--- src/rtl/weight_pingpong_skew_buffer_pkg.sv ---
// ============================================================================
//  Module  : weight_pingpong_skew_buffer_pkg
//  Purpose : Shared configuration defaults, drain FSM state encoding and a
//            counter-width helper for the ping-pong weight skew buffer.
//  Ports   : none (package)
//  Rev     : 1.0  initial release
// ============================================================================
`timescale 1ns/1ps
`ifndef ARRAYWIDTH
`define ARRAYWIDTH 4
`endif
`ifndef DATASIZE
`define DATASIZE 8
`endif
`default_nettype none

package weight_pingpong_skew_buffer_pkg;

    // Drain FSM state encodings
    localparam logic [1:0] c_ST_IDLE  = 2'd0;
    localparam logic [1:0] c_ST_DRAIN = 2'd1;
    localparam logic [1:0] c_ST_FLUSH = 2'd2;

    typedef enum logic [1:0] {
        ST_IDLE  = c_ST_IDLE,
        ST_DRAIN = c_ST_DRAIN,
        ST_FLUSH = c_ST_FLUSH
    } drain_state_e;

    // Width of a counter that must hold 0..n-1; never narrower than 1 bit.
    function automatic int cnt_width(input int n);
        return (n <= 2) ? 1 : $clog2(n);
    endfunction

endpackage

`default_nettype wire

--- src/rtl/weight_pingpong_skew_buffer_if.sv ---
// ============================================================================
//  Module  : weight_pingpong_skew_buffer_if
//  Purpose : Loader / drain / output bundle of the ping-pong weight buffer.
//  Signals : load_valid/load_ready/load_data  row load handshake
//            drain_start/drain_busy           drain request and status
//            out_valid/out_weight/tile_done   skewed column outputs
//            banks_full                       per-bank full flags
//  Modports: master = loader/array side, slave = buffer
//  Rev     : 1.0  initial release
// ============================================================================
`timescale 1ns/1ps
`default_nettype none

interface weight_pingpong_skew_buffer_if #(
    parameter int ARRAY_W = `ARRAYWIDTH,
    parameter int DATA_W  = `DATASIZE
);
    logic                      load_valid;
    logic                      load_ready;
    logic [ARRAY_W*DATA_W-1:0] load_data;
    logic                      drain_start;
    logic                      drain_busy;
    logic [ARRAY_W-1:0]        out_valid;
    logic [ARRAY_W*DATA_W-1:0] out_weight;
    logic                      tile_done;
    logic [1:0]                banks_full;

    modport master (
        output load_valid, load_data, drain_start,
        input  load_ready, drain_busy, out_valid, out_weight, tile_done, banks_full
    );

    modport slave (
        input  load_valid, load_data, drain_start,
        output load_ready, drain_busy, out_valid, out_weight, tile_done, banks_full
    );
endinterface

`default_nettype wire

--- src/rtl/weight_pingpong_skew_buffer_skew_line.sv ---
// ============================================================================
//  Module  : weight_skew_line
//  Purpose : STAGES-deep delay line for one column's weight and valid.
//            STAGES=0 is a plain pass-through. Only valid bits are reset.
//  Ports   : clk, rst (async, active-high)
//            data_i/valid_i  column input
//            data_o/valid_o  delayed column output
//  Rev     : 1.0  initial release
// ============================================================================
`timescale 1ns/1ps
`default_nettype none

module weight_skew_line #(
    parameter int DATA_W = 8,
    parameter int STAGES = 0
) (
    input  logic              clk,
    input  logic              rst,
    input  logic [DATA_W-1:0] data_i,
    input  logic              valid_i,
    output logic [DATA_W-1:0] data_o,
    output logic              valid_o
);

    generate
        if (STAGES == 0) begin : g_pass
            assign data_o  = data_i;
            assign valid_o = valid_i;
            logic w_unused_clk_rst;
            assign w_unused_clk_rst = &{1'b0, clk, rst};
        end else begin : g_pipe
            logic [DATA_W-1:0] data_q [STAGES];
            logic [STAGES-1:0] valid_q;

            always_ff @(posedge clk) begin
                data_q[0] <= data_i;
                for (int k = 1; k < STAGES; k++) begin
                    data_q[k] <= data_q[k-1];
                end
            end

            always_ff @(posedge clk or posedge rst) begin
                if (rst) begin
                    valid_q <= '0;
                end else begin
                    valid_q[0] <= valid_i;
                    for (int k = 1; k < STAGES; k++) begin
                        valid_q[k] <= valid_q[k-1];
                    end
                end
            end

            assign data_o  = data_q[STAGES-1];
            assign valid_o = valid_q[STAGES-1];
        end
    endgenerate

endmodule

`default_nettype wire

--- src/rtl/weight_pingpong_skew_buffer.sv ---
// ============================================================================
//  Module  : weight_pingpong_skew_buffer
//  Purpose : Double-banked weight tile buffer. The loader fills one bank a row
//            per handshake while the other bank drains one row per cycle into
//            per-column delay lines (column i delayed i cycles when SKEW_EN).
//  Ports   : clk            clock, rising edge
//            rst            asynchronous reset, active-high
//            buf_if.slave   load handshake, drain control, skewed outputs,
//                           per-bank full flags
//  Rev     : 1.0  initial release
// ============================================================================
`timescale 1ns/1ps
`default_nettype none

module weight_pingpong_skew_buffer
    import weight_pingpong_skew_buffer_pkg::*;
#(
    parameter int ARRAY_W = `ARRAYWIDTH,
    parameter int DATA_W  = `DATASIZE,
    parameter int DEPTH   = 8,
    parameter bit SKEW_EN = 1'b1
) (
    input  logic                          clk,
    input  logic                          rst,
    weight_pingpong_skew_buffer_if.slave  buf_if
);

    localparam int ROW_W  = ARRAY_W * DATA_W;
    localparam int ROW_CW = cnt_width(DEPTH);
    localparam int FL_CW  = cnt_width(ARRAY_W - 1);
    localparam int ADDR_W = $clog2(2 * DEPTH);

    localparam bit                c_USE_FLUSH  = SKEW_EN && (ARRAY_W > 1);
    localparam logic [ROW_CW-1:0] c_ROW_LAST   = ROW_CW'(DEPTH - 1);
    localparam logic [ROW_CW-1:0] c_ROW_PENULT = ROW_CW'(DEPTH - 2);
    localparam logic [FL_CW-1:0]  c_FL_LAST    = (ARRAY_W > 1) ? FL_CW'(ARRAY_W - 2) : '0;

    // Bank 0 occupies entries 0..DEPTH-1, bank 1 entries DEPTH..2*DEPTH-1.
    function automatic logic [ADDR_W-1:0] f_addr(input logic bank, input logic [ROW_CW-1:0] row);
        return bank ? (ADDR_W'(DEPTH) + ADDR_W'(row)) : ADDR_W'(row);
    endfunction

    // ------------------------------------------------------------------
    // Tile storage (not reset)
    // ------------------------------------------------------------------
    logic [ROW_W-1:0] mem_q [2*DEPTH];

    // Loader side
    logic              wr_bank_q, wr_bank_d;
    logic [ROW_CW-1:0] wr_row_q,  wr_row_d;
    logic [1:0]        banks_full_q, banks_full_d;

    // Drain side
    drain_state_e      state_q;
    logic [ROW_CW-1:0] rd_row_q;
    logic              rd_bank_q;
    logic [FL_CW-1:0]  flush_cnt_q;
    logic              tile_done_q;
    logic [ROW_W-1:0]  stage_q;
    logic              stage_vld_q;

    logic              w_load_acc;
    logic              w_start;
    logic              w_last_row;
    logic              w_free;
    logic              w_stage_load;
    logic [ROW_CW-1:0] w_rd_row_nxt;
    logic [ADDR_W-1:0] w_rd_addr;
    logic [ADDR_W-1:0] w_wr_addr;

    assign w_load_acc   = buf_if.load_valid && !banks_full_q[wr_bank_q];
    assign w_start      = (state_q == ST_IDLE) && buf_if.drain_start && banks_full_q[rd_bank_q];
    assign w_last_row   = (rd_row_q == c_ROW_LAST);
    assign w_free       = (state_q == ST_DRAIN) && w_last_row;
    // The stage register is loaded one cycle ahead of the row it presents.
    assign w_stage_load = w_start || ((state_q == ST_DRAIN) && !w_last_row);

    always_comb begin
        w_rd_row_nxt = '0;
        if ((state_q == ST_DRAIN) && !w_last_row) begin
            w_rd_row_nxt = rd_row_q + ROW_CW'(1);
        end
    end

    assign w_rd_addr = f_addr(rd_bank_q, w_rd_row_nxt);
    assign w_wr_addr = f_addr(wr_bank_q, wr_row_q);

    always_ff @(posedge clk) begin
        if (w_load_acc) begin
            mem_q[w_wr_addr] <= buf_if.load_data;
        end
    end

    // ------------------------------------------------------------------
    // Loader pointers and full flags. Fill and free never target the same
    // bank because a bank being drained is full and refuses loads.
    // ------------------------------------------------------------------
    always_comb begin
        wr_bank_d    = wr_bank_q;
        wr_row_d     = wr_row_q;
        banks_full_d = banks_full_q;
        if (w_free) begin
            banks_full_d[rd_bank_q] = 1'b0;
        end
        if (w_load_acc) begin
            if (wr_row_q == c_ROW_LAST) begin
                banks_full_d[wr_bank_q] = 1'b1;
                wr_bank_d               = ~wr_bank_q;
                wr_row_d                = '0;
            end else begin
                wr_row_d = wr_row_q + ROW_CW'(1);
            end
        end
    end

    always_ff @(posedge clk or posedge rst) begin
        if (rst) begin
            wr_bank_q    <= 1'b0;
            wr_row_q     <= '0;
            banks_full_q <= 2'b00;
        end else begin
            wr_bank_q    <= wr_bank_d;
            wr_row_q     <= wr_row_d;
            banks_full_q <= banks_full_d;
        end
    end

    // ------------------------------------------------------------------
    // Drain FSM. tile_done is set one cycle early so it coincides with the
    // last valid element leaving the final column.
    // ------------------------------------------------------------------
    always_ff @(posedge clk or posedge rst) begin
        if (rst) begin
            state_q     <= ST_IDLE;
            rd_row_q    <= '0;
            rd_bank_q   <= 1'b0;
            flush_cnt_q <= '0;
            tile_done_q <= 1'b0;
            stage_q     <= '0;
            stage_vld_q <= 1'b0;
        end else begin
            tile_done_q <= 1'b0;
            stage_vld_q <= w_stage_load;
            if (w_stage_load) begin
                stage_q <= mem_q[w_rd_addr];
            end
            case (state_q)
                ST_IDLE: begin
                    if (w_start) begin
                        state_q  <= ST_DRAIN;
                        rd_row_q <= '0;
                    end
                end
                ST_DRAIN: begin
                    if (w_last_row) begin
                        rd_row_q  <= '0;
                        rd_bank_q <= ~rd_bank_q;
                        if (c_USE_FLUSH) begin
                            state_q     <= ST_FLUSH;
                            flush_cnt_q <= '0;
                            tile_done_q <= (ARRAY_W == 2);
                        end else begin
                            state_q <= ST_IDLE;
                        end
                    end else begin
                        rd_row_q    <= rd_row_q + ROW_CW'(1);
                        tile_done_q <= !c_USE_FLUSH && (rd_row_q == c_ROW_PENULT);
                    end
                end
                ST_FLUSH: begin
                    if (flush_cnt_q == c_FL_LAST) begin
                        state_q     <= ST_IDLE;
                        flush_cnt_q <= '0;
                    end else begin
                        flush_cnt_q <= flush_cnt_q + FL_CW'(1);
                        tile_done_q <= (ARRAY_W > 2) && ((flush_cnt_q + FL_CW'(1)) == c_FL_LAST);
                    end
                end
                default: state_q <= ST_IDLE;
            endcase
        end
    end

    // ------------------------------------------------------------------
    // Per-column delay lines; invalid columns present zero.
    // ------------------------------------------------------------------
    logic [ARRAY_W-1:0] w_out_valid;
    logic [ROW_W-1:0]   w_out_weight;

    generate
        for (genvar gi = 0; gi < ARRAY_W; gi++) begin : g_col
            localparam int c_STAGES = SKEW_EN ? gi : 0;
            logic [DATA_W-1:0] w_col_data;
            logic              w_col_vld;

            weight_skew_line #(
                .DATA_W (DATA_W),
                .STAGES (c_STAGES)
            ) u_skew_line (
                .clk     (clk),
                .rst     (rst),
                .data_i  (stage_q[gi*DATA_W +: DATA_W]),
                .valid_i (stage_vld_q),
                .data_o  (w_col_data),
                .valid_o (w_col_vld)
            );

            assign w_out_valid[gi]                 = w_col_vld;
            assign w_out_weight[gi*DATA_W +: DATA_W] = w_col_vld ? w_col_data : '0;
        end
    endgenerate

    assign buf_if.load_ready = !banks_full_q[wr_bank_q];
    assign buf_if.drain_busy = (state_q != ST_IDLE);
    assign buf_if.out_valid  = w_out_valid;
    assign buf_if.out_weight = w_out_weight;
    assign buf_if.tile_done  = tile_done_q;
    assign buf_if.banks_full = banks_full_q;

endmodule

`default_nettype wire

--- src/flat_wrapper.sv ---
// flat-port wrapper written by rule: the top's interface ports become plain ports
module weight_pingpong_skew_buffer_flat import weight_pingpong_skew_buffer_pkg::*;
#(
    parameter int ARRAY_W = `ARRAYWIDTH,
    parameter int DATA_W  = `DATASIZE,
    parameter int DEPTH   = 8,
    parameter bit SKEW_EN = 1'b1
)
  (clk, rst, buf_if_load_valid, buf_if_load_data, buf_if_drain_start, buf_if_load_ready, buf_if_drain_busy, buf_if_out_valid, buf_if_out_weight, buf_if_tile_done, buf_if_banks_full);
  weight_pingpong_skew_buffer_if #(.ARRAY_W(ARRAY_W), .DATA_W(DATA_W)) buf_if_i ();
  input  logic clk;
  input  logic rst;
  input wire logic [$bits(buf_if_i.load_valid)-1:0] buf_if_load_valid;
  input wire logic [$bits(buf_if_i.load_data)-1:0] buf_if_load_data;
  input wire logic [$bits(buf_if_i.drain_start)-1:0] buf_if_drain_start;
  output wire logic [$bits(buf_if_i.load_ready)-1:0] buf_if_load_ready;
  output wire logic [$bits(buf_if_i.drain_busy)-1:0] buf_if_drain_busy;
  output wire logic [$bits(buf_if_i.out_valid)-1:0] buf_if_out_valid;
  output wire logic [$bits(buf_if_i.out_weight)-1:0] buf_if_out_weight;
  output wire logic [$bits(buf_if_i.tile_done)-1:0] buf_if_tile_done;
  output wire logic [$bits(buf_if_i.banks_full)-1:0] buf_if_banks_full;
  assign buf_if_i.load_valid = buf_if_load_valid;
  assign buf_if_i.load_data = buf_if_load_data;
  assign buf_if_i.drain_start = buf_if_drain_start;
  assign buf_if_load_ready = buf_if_i.load_ready;
  assign buf_if_drain_busy = buf_if_i.drain_busy;
  assign buf_if_out_valid = buf_if_i.out_valid;
  assign buf_if_out_weight = buf_if_i.out_weight;
  assign buf_if_tile_done = buf_if_i.tile_done;
  assign buf_if_banks_full = buf_if_i.banks_full;
  weight_pingpong_skew_buffer #(.ARRAY_W(ARRAY_W), .DATA_W(DATA_W), .DEPTH(DEPTH), .SKEW_EN(SKEW_EN)) u_core (.clk(clk), .rst(rst), .buf_if(buf_if_i));
endmodule
--- config.mk ---
export PLATFORM = sky130hd
export DESIGN_NAME = weight_pingpong_skew_buffer_flat
export DESIGN_NICKNAME = d
export VERILOG_FILES = /design/src/rtl/weight_pingpong_skew_buffer_pkg.sv /design/src/rtl/weight_pingpong_skew_buffer_if.sv /design/src/rtl/weight_pingpong_skew_buffer_skew_line.sv /design/src/rtl/weight_pingpong_skew_buffer.sv /design/src/flat_wrapper.sv
export SDC_FILE = /design/constraint.sdc
export NUM_CORES = 1
export LEC_CHECK = 0
export ABC_CLOCK_PERIOD_IN_PS = 3600
export BUFFER_PORTS_ARGS = -buffer_cell sky130_fd_sc_hd__buf_4
export CAP_MARGIN = 40
export CORE_ASPECT_RATIO = 0.9
export CORE_MARGIN = 2
export CORE_UTILIZATION = 35
export CTS_CLUSTER_DIAMETER = 100
export DETAILED_ROUTE_END_ITERATION = 8
export PLACE_DENSITY = 0.62
export SYNTH_ARGS = -nofsm -noshare
export SYNTH_HDL_FRONTEND = slang
export SYNTH_SLANG_ARGS = --single-unit
--- constraint.sdc ---
create_clock -name clk -period 3.6 [get_ports clk]
set_input_delay 0.36 -clock clk [delete_from_list [all_inputs] [get_ports clk]]
set_output_delay 0.36 -clock clk [all_outputs]
set_load 0.01 [all_outputs]
# Word-level counts from Yosys, hierarchy flattened
# Memory sizes are Yosys's and may differ from the RTL's. A register that Yosys moved wholly into a read port is not among the register bits.
# Index checks and enable logic that the tools add are counted.
[totals]
regBits = 22
mem_bits_rw = 560
output_inout_bits = 41
n_memories = 4
[mem_list]
columns = ["memory", "depth", "word_bits", "read_ports", "rd_ports_with_merged_regs", "write_ports", "line_no", "rtl"]
rows = [
  ["u_core.mem_q", 16, 32, 1, 1, 1, "weight_pingpong_skew_buffer.sv:46", "logic [ROW_W-1:0] mem_q [2*DEPTH];"],
  ["u_core.g_col[3].u_skew_line.g_pipe.data_q", 3, 8, 3, 0, 3, "weight_pingpong_skew_buffer_skew_line.sv:32", "logic [DATA_W-1:0] data_q [STAGES];"],
  ["u_core.g_col[2].u_skew_line.g_pipe.data_q", 2, 8, 2, 0, 2, "weight_pingpong_skew_buffer_skew_line.sv:32", ""],
  ["u_core.g_col[1].u_skew_line.g_pipe.data_q", 1, 8, 1, 0, 1, "weight_pingpong_skew_buffer_skew_line.sv:32", ""],
]
[op_classes]
add_sub_neg = 5
magnitude_cmp = 4
n_eq_ne = 9
muxes = 33
n_bitwise = 5
n_reduce_logical = 19
[op_table]
columns = ["op", "n"]
rows = [
  ["2-to-1 mux 8 bit", 4],
  ["2-to-1 mux 2 bit", 8],
  ["2-to-1 mux 3 bit", 4],
  ["2-to-1 mux 1 bit", 10],
  ["adder 4 x 3 -> 4 bit (first input constant)", 2],
  ["2-to-1 mux 4 bit", 2],
  ["AND reduction 2 bit", 4],
  ["logical AND 1 bit", 7],
  ["adder 3 x 1 -> 3 bit (second input constant)", 2],
  ["equality test 2 bit (second input constant)", 3],
  ["equality test 3 bit (second input constant)", 2],
  ["inequality test 2 x 1 -> 1 bit (second input constant)", 3],
  ["case mux 2 bit (3 select lines)", 1],
  ["case mux 3 bit (2 select lines)", 1],
  ["nonzero test 2 bit", 3],
  ["< comparator 1 x 2 -> 1 bit (second input constant)", 2],
  ["case mux 2 bit (2 select lines)", 1],
  ["AND reduction 3 bit", 1],
  ["adder 2 x 1 -> 2 bit (second input constant)", 1],
  ["bitwise AND 2 bit", 1],
  ["demux 1 bit (select 1 bit)", 2],
  ["equality test 2 x 1 -> 1 bit (second input constant)", 1],
  ["greater-or-equal comparator 1 bit (second input constant)", 2],
  ["zero test 1 bit", 2],
  ["5 further kinds", 6],
]

# Logic depth before layout (Yosys ltp)
# Gate-level depths: netlist (run 1).
[logic_depth]
depth_word = 10
depth_mapped = 10

# Cells and area by module
# Synthesis (run 1) repeated with hierarchy kept, for this count alone.
[unflattened]
cells_unflattened = 1477
area_unflattened_um2 = 24025.5
[by_module_without_submodules]
columns = ["mod", "n_inst", "cells_each", "area_each_um2", "seq_area_each_um2"]
rows = [
  ["weight_pingpong_skew_buffer", 1, 1395, 22715.5, 16575.9],
  ["weight_skew_line (u_core.g_col[3].u_skew_line)", 1, 36, 619.3, 555.5],
  ["weight_skew_line (u_core.g_col[2].u_skew_line)", 1, 27, 434.2, 370.4],
  ["weight_skew_line (u_core.g_col[1].u_skew_line)", 1, 10, 188.9, 185.2],
  ["weight_skew_line (u_core.g_col[0].u_skew_line)", 1, 9, 67.6, 0.0],
]

# Least setup slack after synthesis (run 1)
# No wires, ideal clock.
[synth_path]
kind = "flip-flop to flip-flop"
startpoint = "register u_core.banks_full_q[1], in the netlist u_core.buf_if.banks_full[1]"
endpoint = "memory u_core.mem_q[0][0] in the netlist's numbering, enable pin"
arrival_time_ps = 3467
required_ps = 3139
path_slack_ps = -328
path_stages_with_launch = 6
path_cell_list = "dfrtp_1 mux2i_1 and2_1 clkbuf_1 nand2_1 nor3_1"
[synth_via]
elab_chain_len = 6
[synth_rtl]
columns = ["element", "line_no", "rtl"]
rows = [
  ["start: declaration", "weight_pingpong_skew_buffer.sv:51", "logic [1:0] banks_full_q, banks_full_d;"],
  ["start signal: assignment", "weight_pingpong_skew_buffer.sv:124", "banks_full_q <= banks_full_d;"],
  ["2-to-1 mux 1 bit (2 in a row)", "--", ""],
  ["zero test 1 bit", "--", ""],
  ["net buf_if_load_ready", "flat_wrapper.sv:16", "output wire logic [$bits(buf_if_i.load_ready)-1:0] buf_if_load_ready;"],
  ["logical AND 1 bit", "weight_pingpong_skew_buffer.sv:71", "assign w_load_acc = buf_if.load_valid && !banks_full_q[wr_bank_q];"],
  ["2-to-1 mux 1 bit", "weight_pingpong_skew_buffer.sv:89", "if (w_load_acc) begin"],
  ["2-to-1 mux 1 bit (implied by the code)", "weight_pingpong_skew_buffer.sv:90", "mem_q[w_wr_addr] <= buf_if.load_data;"],
  ["end: declaration", "weight_pingpong_skew_buffer.sv:46", ""],
]
# The timed path passes the listed nets, and every way through them passes these cells. The select of a mux whose other input is x is not followed.

# Worst setup path after layout (run 1)
[layout_path]
startpoint = "register u_core.rd_row_q[0]"
endpoint = "register u_core.stage_q[22], read port of u_core.mem_q"
[layout_via]
elab_chain_len = 6
[layout_rtl]
columns = ["element", "line_no", "rtl"]
rows = [
  ["start: declaration", "weight_pingpong_skew_buffer.sv:55", "logic [ROW_CW-1:0] rd_row_q;"],
  ["start signal: assignment", "weight_pingpong_skew_buffer.sv:166", "rd_row_q <= rd_row_q + ROW_CW'(1);"],
  ["parallel branches: the longest is 6 deep, another holds adder 4 x 3 -> 4 bit", "--", ""],
  ["end: declaration", "weight_pingpong_skew_buffer.sv:59", "logic [ROW_W-1:0] stage_q;"],
]
# Parallel ways; which one is timed is not known.
# A chain may end at the register's enable or synchronous reset.

==> results of run 1 <==
==> final cells by class <==
cell class,instances,area [um^2],share of cell area
Sequential cell,611,17620,0.6516
Multi-Input combinational cell,788,5230,0.1935
Clock buffer,78,1567,0.05794
Timing Repair Buffer,133,1255,0.04642
Tap cell,864,1081,0.03999
Clock inverter,29,249.0,0.009210
Inverter,10,37.54,0.001388
==> Yosys cell counts (31+ instances only) <==
library cell and number:
buf_2 36, mux4_2 31, o311ai_1 31, o22ai_1 32, a2111oi_0 31, a21oi_1 32, clkbuf_1 57, dfrtp_1 51
mux2i_1 36, dfxtp_1 48, nor2_1 47, o21ai_0 74, and3_1 65, nand2_1 238, and2_1 34, o221ai_1 32
nor4_1 31, edfxtp_1 512, nor3_1 35
==> per-stage QoR <==
step | area (um^2) | hold slack (ns)
CTS | 27030 | 0.01090
detailed placement | 25210 | 0.3121
global placement | 25180 | 0.3135
floorplan | 23180 | 0.3096
finish | 27030 | 0.04140
global route | 27030 | 0.03206
==> state kept, by name, summed over array words and instances (netlist names) <==
signal	cells
u_core.buf_if.banks_full	2
u_core.mem_q	512
u_core.buf_if.tile_done	1
u_core.state_q	2
u_core.flush_cnt_q	2
u_core.wr_row_q	3
u_core.stage_vld_q	1
u_core.rd_bank_q	1
u_core.g_col.u_skew_line.g_pipe.data_q	48
u_core.g_col.u_skew_line.g_pipe.valid_q	3
u_core.stage_q	32
u_core.rd_row_q	3
u_core.wr_bank_q	1
==> cell families (layout without fill, tap and decap cells) <==
kind of cell | Yosys count | count (layout) | synth area share
AO/OA/AOI/OAI | 245 | 245 | 0.07141
flip-flops | 611 | 611 | 0.7603
XOR/XNOR | 1 | 1 | 0.0003782
multiplexers | 70 | 70 | 0.04716
AND/OR/NAND/NOR | 464 | 464 | 0.09437
buffers and inverters | 115 | 250 | 0.02204
adder cells (fa/ha/maj) | 8 | 8 | 0.004321
==> report_power, final <==
part	total [mW]	internal (mW)	switching (mW)
logic	8.24	2.89	5.35
clock network	5.90	3.33	2.58
registers	9.09	8.62	0.472
==> how the worst min path moves through the flow <==
stage                                                                start  slack [ns]  cells after the start                                          endpoint
after floorplan            u_core.g_col[2].u_skew_line.g_pipe.data_q[0][2]        0.31                      0  u_core.g_col[2].u_skew_line.g_pipe.data_q[0][10]
after global placement     u_core.g_col[2].u_skew_line.g_pipe.data_q[0][5]        0.31                      0  u_core.g_col[2].u_skew_line.g_pipe.data_q[0][13]
after detailed placement  u_core.g_col[3].u_skew_line.g_pipe.data_q[0][14]        0.31                      0  u_core.g_col[3].u_skew_line.g_pipe.data_q[0][22]
after CTS                                             buf_if_load_data[13]        0.01                      1                               u_core.mem_q[2][13]
after global routing                                  buf_if_load_data[12]        0.03                      1                              u_core.mem_q[10][12]
final                                                 buf_if_load_data[11]        0.04                      1                               u_core.mem_q[2][11]
==> per-layer routing <==
layer | vias up | track usage | routed length, um
met4 | 2 | 0.04642 | 1260
met3 | 93 | 0.03287 | 4315
met1 | 6819 | 0.2368 | 24950
li1 | 5994 | - | -
met2 | 528 | 0.2738 | 27270
met5 | - | 0 | 13
==> qor.txt, run 1 <==
Placed Cells = 2405
Routed wire per std cell = 23.01 um
Slew HR = 0.4582
DRC = 0
Required time of the critical path = 4.10 ns
Main area contributors after synthesis = edfxtp_1 66%, dfrtp_1 5.5%, dfxtp_1 4.1%
Fraction of layout cells with a size suffix above 1 = 0.1662
Register-to-Register Path Depth = 8
Postcts setup bufs = 0
Initial core utilization = 0.3538
Final #Nets = 1645
Most frequent cells in the layout = 512 x edfxtp_1, 238 x nand2_1, 111 x buf_4
Final Util = 0.4129
Clock transition at path regs = 0.07 ns
Max Clock Skew = 0.02139 ns
First-pass GRT wire length = 86690 um
Largest net degree at the start of global routing = 104
GP Congestion = 0.7749
Syn nets = 1558
Post-CTS Hold Buffers = 1
Sequential share of the synthesized area = 0.7603
Slowest CP cell = a2111oi_0
Post-cts sizing count = 0
Critical path peak fanout = 37
First-pass iteration count of the detailed router = 5
Yosys reg bits = 611
Synthesized area = 23160 um^2
DR vias/cell = 5.347
Critical path arrival = 3.65 ns
GRT overflow = 0
Critical path type = register to register
Crit path time final = 3.153 ns
Final cell count without fillers = 2513
Total power = 23.24 mW
Commonest non-fill, non-tap cell in the layout = edfxtp_1
Initial antenna violation count = 2
Site Rows = 89
Clock sinks = 611
Worst hold path class = input port to register
Total Routing Usage GR = 0.1702
H-Tree Depth = 2
Static Leak = 9.149 nW
Die width = 275.2 um
Pre-CTS WS = 0.5429 ns
Peak supply drop = 701.0 uV
Via count = 13440
Crit-path max cell delay = 0.77 ns
PwrDens = 859.5 nW/um^2
DRT antenna net count = 0
Status = finished, final reports clean
EDFF count, synth = 512
Reg2reg start = u_core.rd_row_q[0]
Synthesized instance count = 1514
Filler cell count = 5885
Port Buffers = 76
Worst path cell trace = ha_2 -> ha_1 -> nand4bb_4 -> buf_4 -> o22ai_1 -> a2111oi_0 -> o221ai_1 -> o311ai_1
Family with the most delay on the worst path = compound AO/OA/AOI/OAI gates
Final Hold Vio Count = 0
Reg-to-reg setup timing slack = 0.45 ns
Crit end category = register
Area leader, netlist = edfxtp_1
I/O pin total = 77
CP startpoint kind = register
Vias in the first global route = 13440
Reg2reg end = u_core.stage_q[22]
Final setup violation count = 0
Syn Area/Cell = 15.30 um^2
Max Cap Viol = 0
Setup crit start = u_core.rd_row_q[0]
Die H = 248.1 um
Insertion delay to the later sink of the worst-skew pair = 0.62 ns
Inserted Clock Buffers = 57
Share of synthesized flip-flops with an asynchronous set or reset = 0.08347
Buffers plus inverters on the worst setup path = 1
Fin worst setup slack = 0.4472 ns
Least-Margin Pin Slew = 0.7922 ns
CTS Buffer Depth = 3
Iteration-0 DRC Markers = 1197
CTS tree = built
Layout area overhead = 16.71%
Core Area = 65480 um^2
# diodes = 0
Post-synth top area share = 0.6637
Die Area = 68260 um^2
Fmax = 317.2 MHz
Unrepaired setup endpoints after global routing = no
Period utilization = 0.8758
Top_reg_cell synth = edfxtp_1
Crit path depth = 8
CP endpoint = u_core.stage_q[22]
Count of unique library cells instantiated by Yosys = 48
Slew Viols, Final = 0
Root buffer cell = clkbuf_16
YS warnings = 0
WL final = 57810 um
DP HPWL = 32470 um
Fin Setup TNS = 0 ns
Power figures use the tool's default switching activity.
==> run 2, diff against run 1 <==
- HOLD_SLACK_MARGIN: unset -> 0.02
- RECOVER_POWER: unset -> 100
==> run 2 against run 1 <==
  * Global-route usage about the same
  * Fmax decreased by 5.5%
  * Worst hold slack improved by 0.038 ns
  * Sequential share of layout area increased by 0.80 points
  * Worst setup slack got worse by 0.18 ns
  * Non-clock buffer count increased by 6
  * Critical path depth decreased by 1
  * Via count increased by 0.50%
  * Die area unchanged
  * Sequential power about the same
  * Clock skew increased by 0.0039 ns
  * Combinational power decreased by 3.2%
==> qor.txt, run 2 (synthesized netlist as in run 1, its figures left out) <==
Total Routing Usage GR = 0.1704 (was 0.1702)
Fraction of layout cells with a size suffix above 1 = 0.1281 (was 0.1662)
Register area = 17620 um^2 (unchanged)
CP startpoint kind = register (unchanged)
Largest regs = u_core.mem_q: 512 flops, u_core.g_col.u_skew_line.g_pipe.data_q: 48 flops, u_core.stage_q: 32 flops (unchanged)
GP Congestion = 0.7749 (unchanged)
Critical path peak fanout = 15 (was 37)
Period utilization = 0.9266 (was 0.8758)
Routed wire per std cell = 22.98 um (was 23.01 um)
Switching pwr = 8.317 mW (was 8.401 mW)
Core Area = 65480 um^2 (unchanged)
Area of the multi-input gates = 5092 um^2 (was 5230 um^2)
Site Rows = 89 (unchanged)
Sequential fraction of design power = 0.395 (was 0.391)
Most frequent cells in the layout = 512 x edfxtp_1, 238 x nand2_1, 74 x o21ai_0 (was 512 x edfxtp_1, 238 x nand2_1, 111 x buf_4)
Max Clock Skew = 0.02533 ns (was 0.02139 ns)
P_int = 14.67 mW (was 14.84 mW)
Worst hold path class = input port to register (unchanged)
Unrepaired setup endpoints after global routing = no (unchanged)
Via count = 13500 (was 13440)
CTS Buffer Depth = 3 (unchanged)
Critical path type = register to register (unchanged)
Critical path arrival = 3.81 ns (was 3.65 ns)
CP endpoint = u_core.stage_q[26] (was u_core.stage_q[22])
Largest net degree at the start of global routing = 104 (unchanged)
Placed Cells = 2405 (unchanged)
DRC = 0 (unchanged)
Inserted Clock Buffers = 57 (unchanged)
Placement Cell Area = 25210 um^2 (unchanged)
Die H = 248.1 um (unchanged)
DRT antenna net count = 0 (unchanged)
Status = finished, final reports clean (unchanged)
Final setup violation count = 0 (unchanged)
Die Area = 68260 um^2 (unchanged)
First-pass GRT wire length = 86820 um (was 86690 um)
Least-Margin Pin Slew = 1.426 ns (was 0.7922 ns)
Final Util = 0.4079 (was 0.4129)
Fmax = 299.8 MHz (was 317.2 MHz)
Final cell count without fillers = 2519 (was 2513)
Clk pwr share = 0.257 (was 0.254)
CTS tree = built (unchanged)
Reg2reg start = u_core.rd_row_q[0] (unchanged)
Postcts setup bufs = 0 (unchanged)
Initial core utilization = 0.3538 (unchanged)
DR vias/cell = 5.360 (was 5.347)
Vias in the first global route = 13480 (was 13440)
Iteration-0 DRC Markers = 1272 (was 1197)
Setup crit start = u_core.rd_row_q[0] (unchanged)
Initial antenna violation count = 1 (was 2)
Slew Viols, Final = 0 (unchanged)
Root buffer cell = clkbuf_16 (unchanged)
# diodes = 0 (unchanged)
Insertion delay to the later sink of the worst-skew pair = 0.62 ns (about the same)
Port Buffers = 76 (unchanged)
Commonest non-fill, non-tap cell in the layout = edfxtp_1 (unchanged)
Static Leak = 8.934 nW (was 9.149 nW)
Max FFs per register = 512 (unchanged)
Top reg by flops = u_core.mem_q (unchanged)
DP HPWL = 32470 um (unchanged)
Crit end category = register (unchanged)
Post-Layout Inst Area = 26710 um^2 (was 27030 um^2)
Final Hold Vio Count = 0 (unchanged)
Register-to-Register Path Depth = 7 (was 8)
Required time of the critical path = 4.08 ns (was 4.10 ns)
I/O pin total = 77 (unchanged)
GRT overflow = 0 (unchanged)
Reg-to-reg setup timing slack = 0.26 ns (was 0.45 ns)
Layout area overhead = 15.29% (was 16.71%)
Crit path time final = 3.336 ns (was 3.153 ns)
First-pass iteration count of the detailed router = 5 (unchanged)
Clock sinks = 611 (unchanged)
Logic gate share of total power = 0.347 (was 0.355)
Die width = 275.2 um (unchanged)
Reg2reg end = u_core.stage_q[26] (was u_core.stage_q[22])
Max Cap Viol = 0 (unchanged)
WL final = 57890 um (was 57810 um)
Hold WS = 0.07936 ns (was 0.04140 ns)
Fin Setup TNS = 0 ns (unchanged)
Filler cell count = 5940 (was 5885)
Final #Nets = 1651 (was 1645)
H-Tree Depth = 2 (unchanged)
Peak supply drop = 694.9 uV (was 701.0 uV)
Slew HR = 0.04949 (was 0.4582)
Clock transition at path regs = 0.07 ns (about the same)
PwrDens = 860.8 nW/um^2 (was 859.5 nW/um^2)
Switching Share = 0.3618 (was 0.3615)
run 2: changes by cell type in the layout (fill, tap and decap cells not counted), moves of 17 or more:
| cell | change |
|---|---|
| clkbuf_1 | +49 |
| and2_1 | -29 |
| o311ai_1 | -17 |
| o311ai_0 | +17 |
| and2_0 | +29 |
| buf_4 | -56 |
run 2: final cells by class:
| type | instances | share of cell area |
|---|---|---|
| timing repair buffer | 139 | 0.03982 |
| sequential | 611 | 0.6596 |
| tap | 864 | 0.04048 |
| multi-input combinational | 788 | 0.1907 |
| clock inverter | 29 | 0.009323 |
| inverter | 10 | 0.001406 |
| clock buffer | 78 | 0.05866 |
run 2: power groups by stage:
stage	combinational, mW	clock [mW]	sequential (mW)
3_3_place_gp	8.07	0	9.23
4_1_cts	8.30	6.02	9.11
2_1_floorplan	5.12	0	9.01
3_5_place_dp	8.25	0	9.25
5_1_grt	8.70	6.30	9.18
6_report	7.98	5.92	9.09
run 2: critical path, stage by stage, from the launching register on:
cell and delay, ns:
dfrtp_4 0.47, ha_1 0.22, ha_1 0.33, or3b_1 0.46, o21ai_2 0.63, clkbuf_2 0.57, o21ai_0 0.16, o311ai_0 0.35
run 2: metal layers:
layer / up-vias / part of all wire / track usage
li1: 6011 / - / -
met1: 6934 / 0.44 / 0.2374
met2: 475 / 0.47 / 0.2741
met4: 0 / 0.020 / 0.04642
met3: 83 / 0.070 / 0.03229
met5: - / 0 / 0
run 2: worst min-delay path by stage:
stage	startpoint	to	slack, ns	cells past startpoint
final	buf_if_load_valid	u_core.buf_if.banks_full[0]	0.08	3
after global routing	buf_if_load_valid	u_core.buf_if.banks_full[0]	0.10	3
after CTS	buf_if_load_data[8]	u_core.mem_q[6][8]	0.02	1
after detailed placement	u_core.g_col[3].u_skew_line.g_pipe.data_q[0][14]	u_core.g_col[3].u_skew_line.g_pipe.data_q[0][22]	0.31	0
after global placement	u_core.g_col[2].u_skew_line.g_pipe.data_q[0][5]	u_core.g_col[2].u_skew_line.g_pipe.data_q[0][13]	0.31	0
after floorplan	u_core.g_col[2].u_skew_line.g_pipe.data_q[0][2]	u_core.g_col[2].u_skew_line.g_pipe.data_q[0][10]	0.31	0
run 2: through the flow:
stage	setup WS (ns)	total power [mW]
after floorplan	0.5277	14.12
after global placement	0.6197	17.30
after detailed placement	0.5429	17.50
after CTS	0.4751	23.43
after global routing	0.09436	24.18
final	0.2641	22.99
run 2: repair_timing:
action / CTS / global route
endpoints found under the setup margin: 0 / 0
resized for setup: 0 / 0
hold buffers: 7 / 0
hold endpoints to repair: 84 / 0
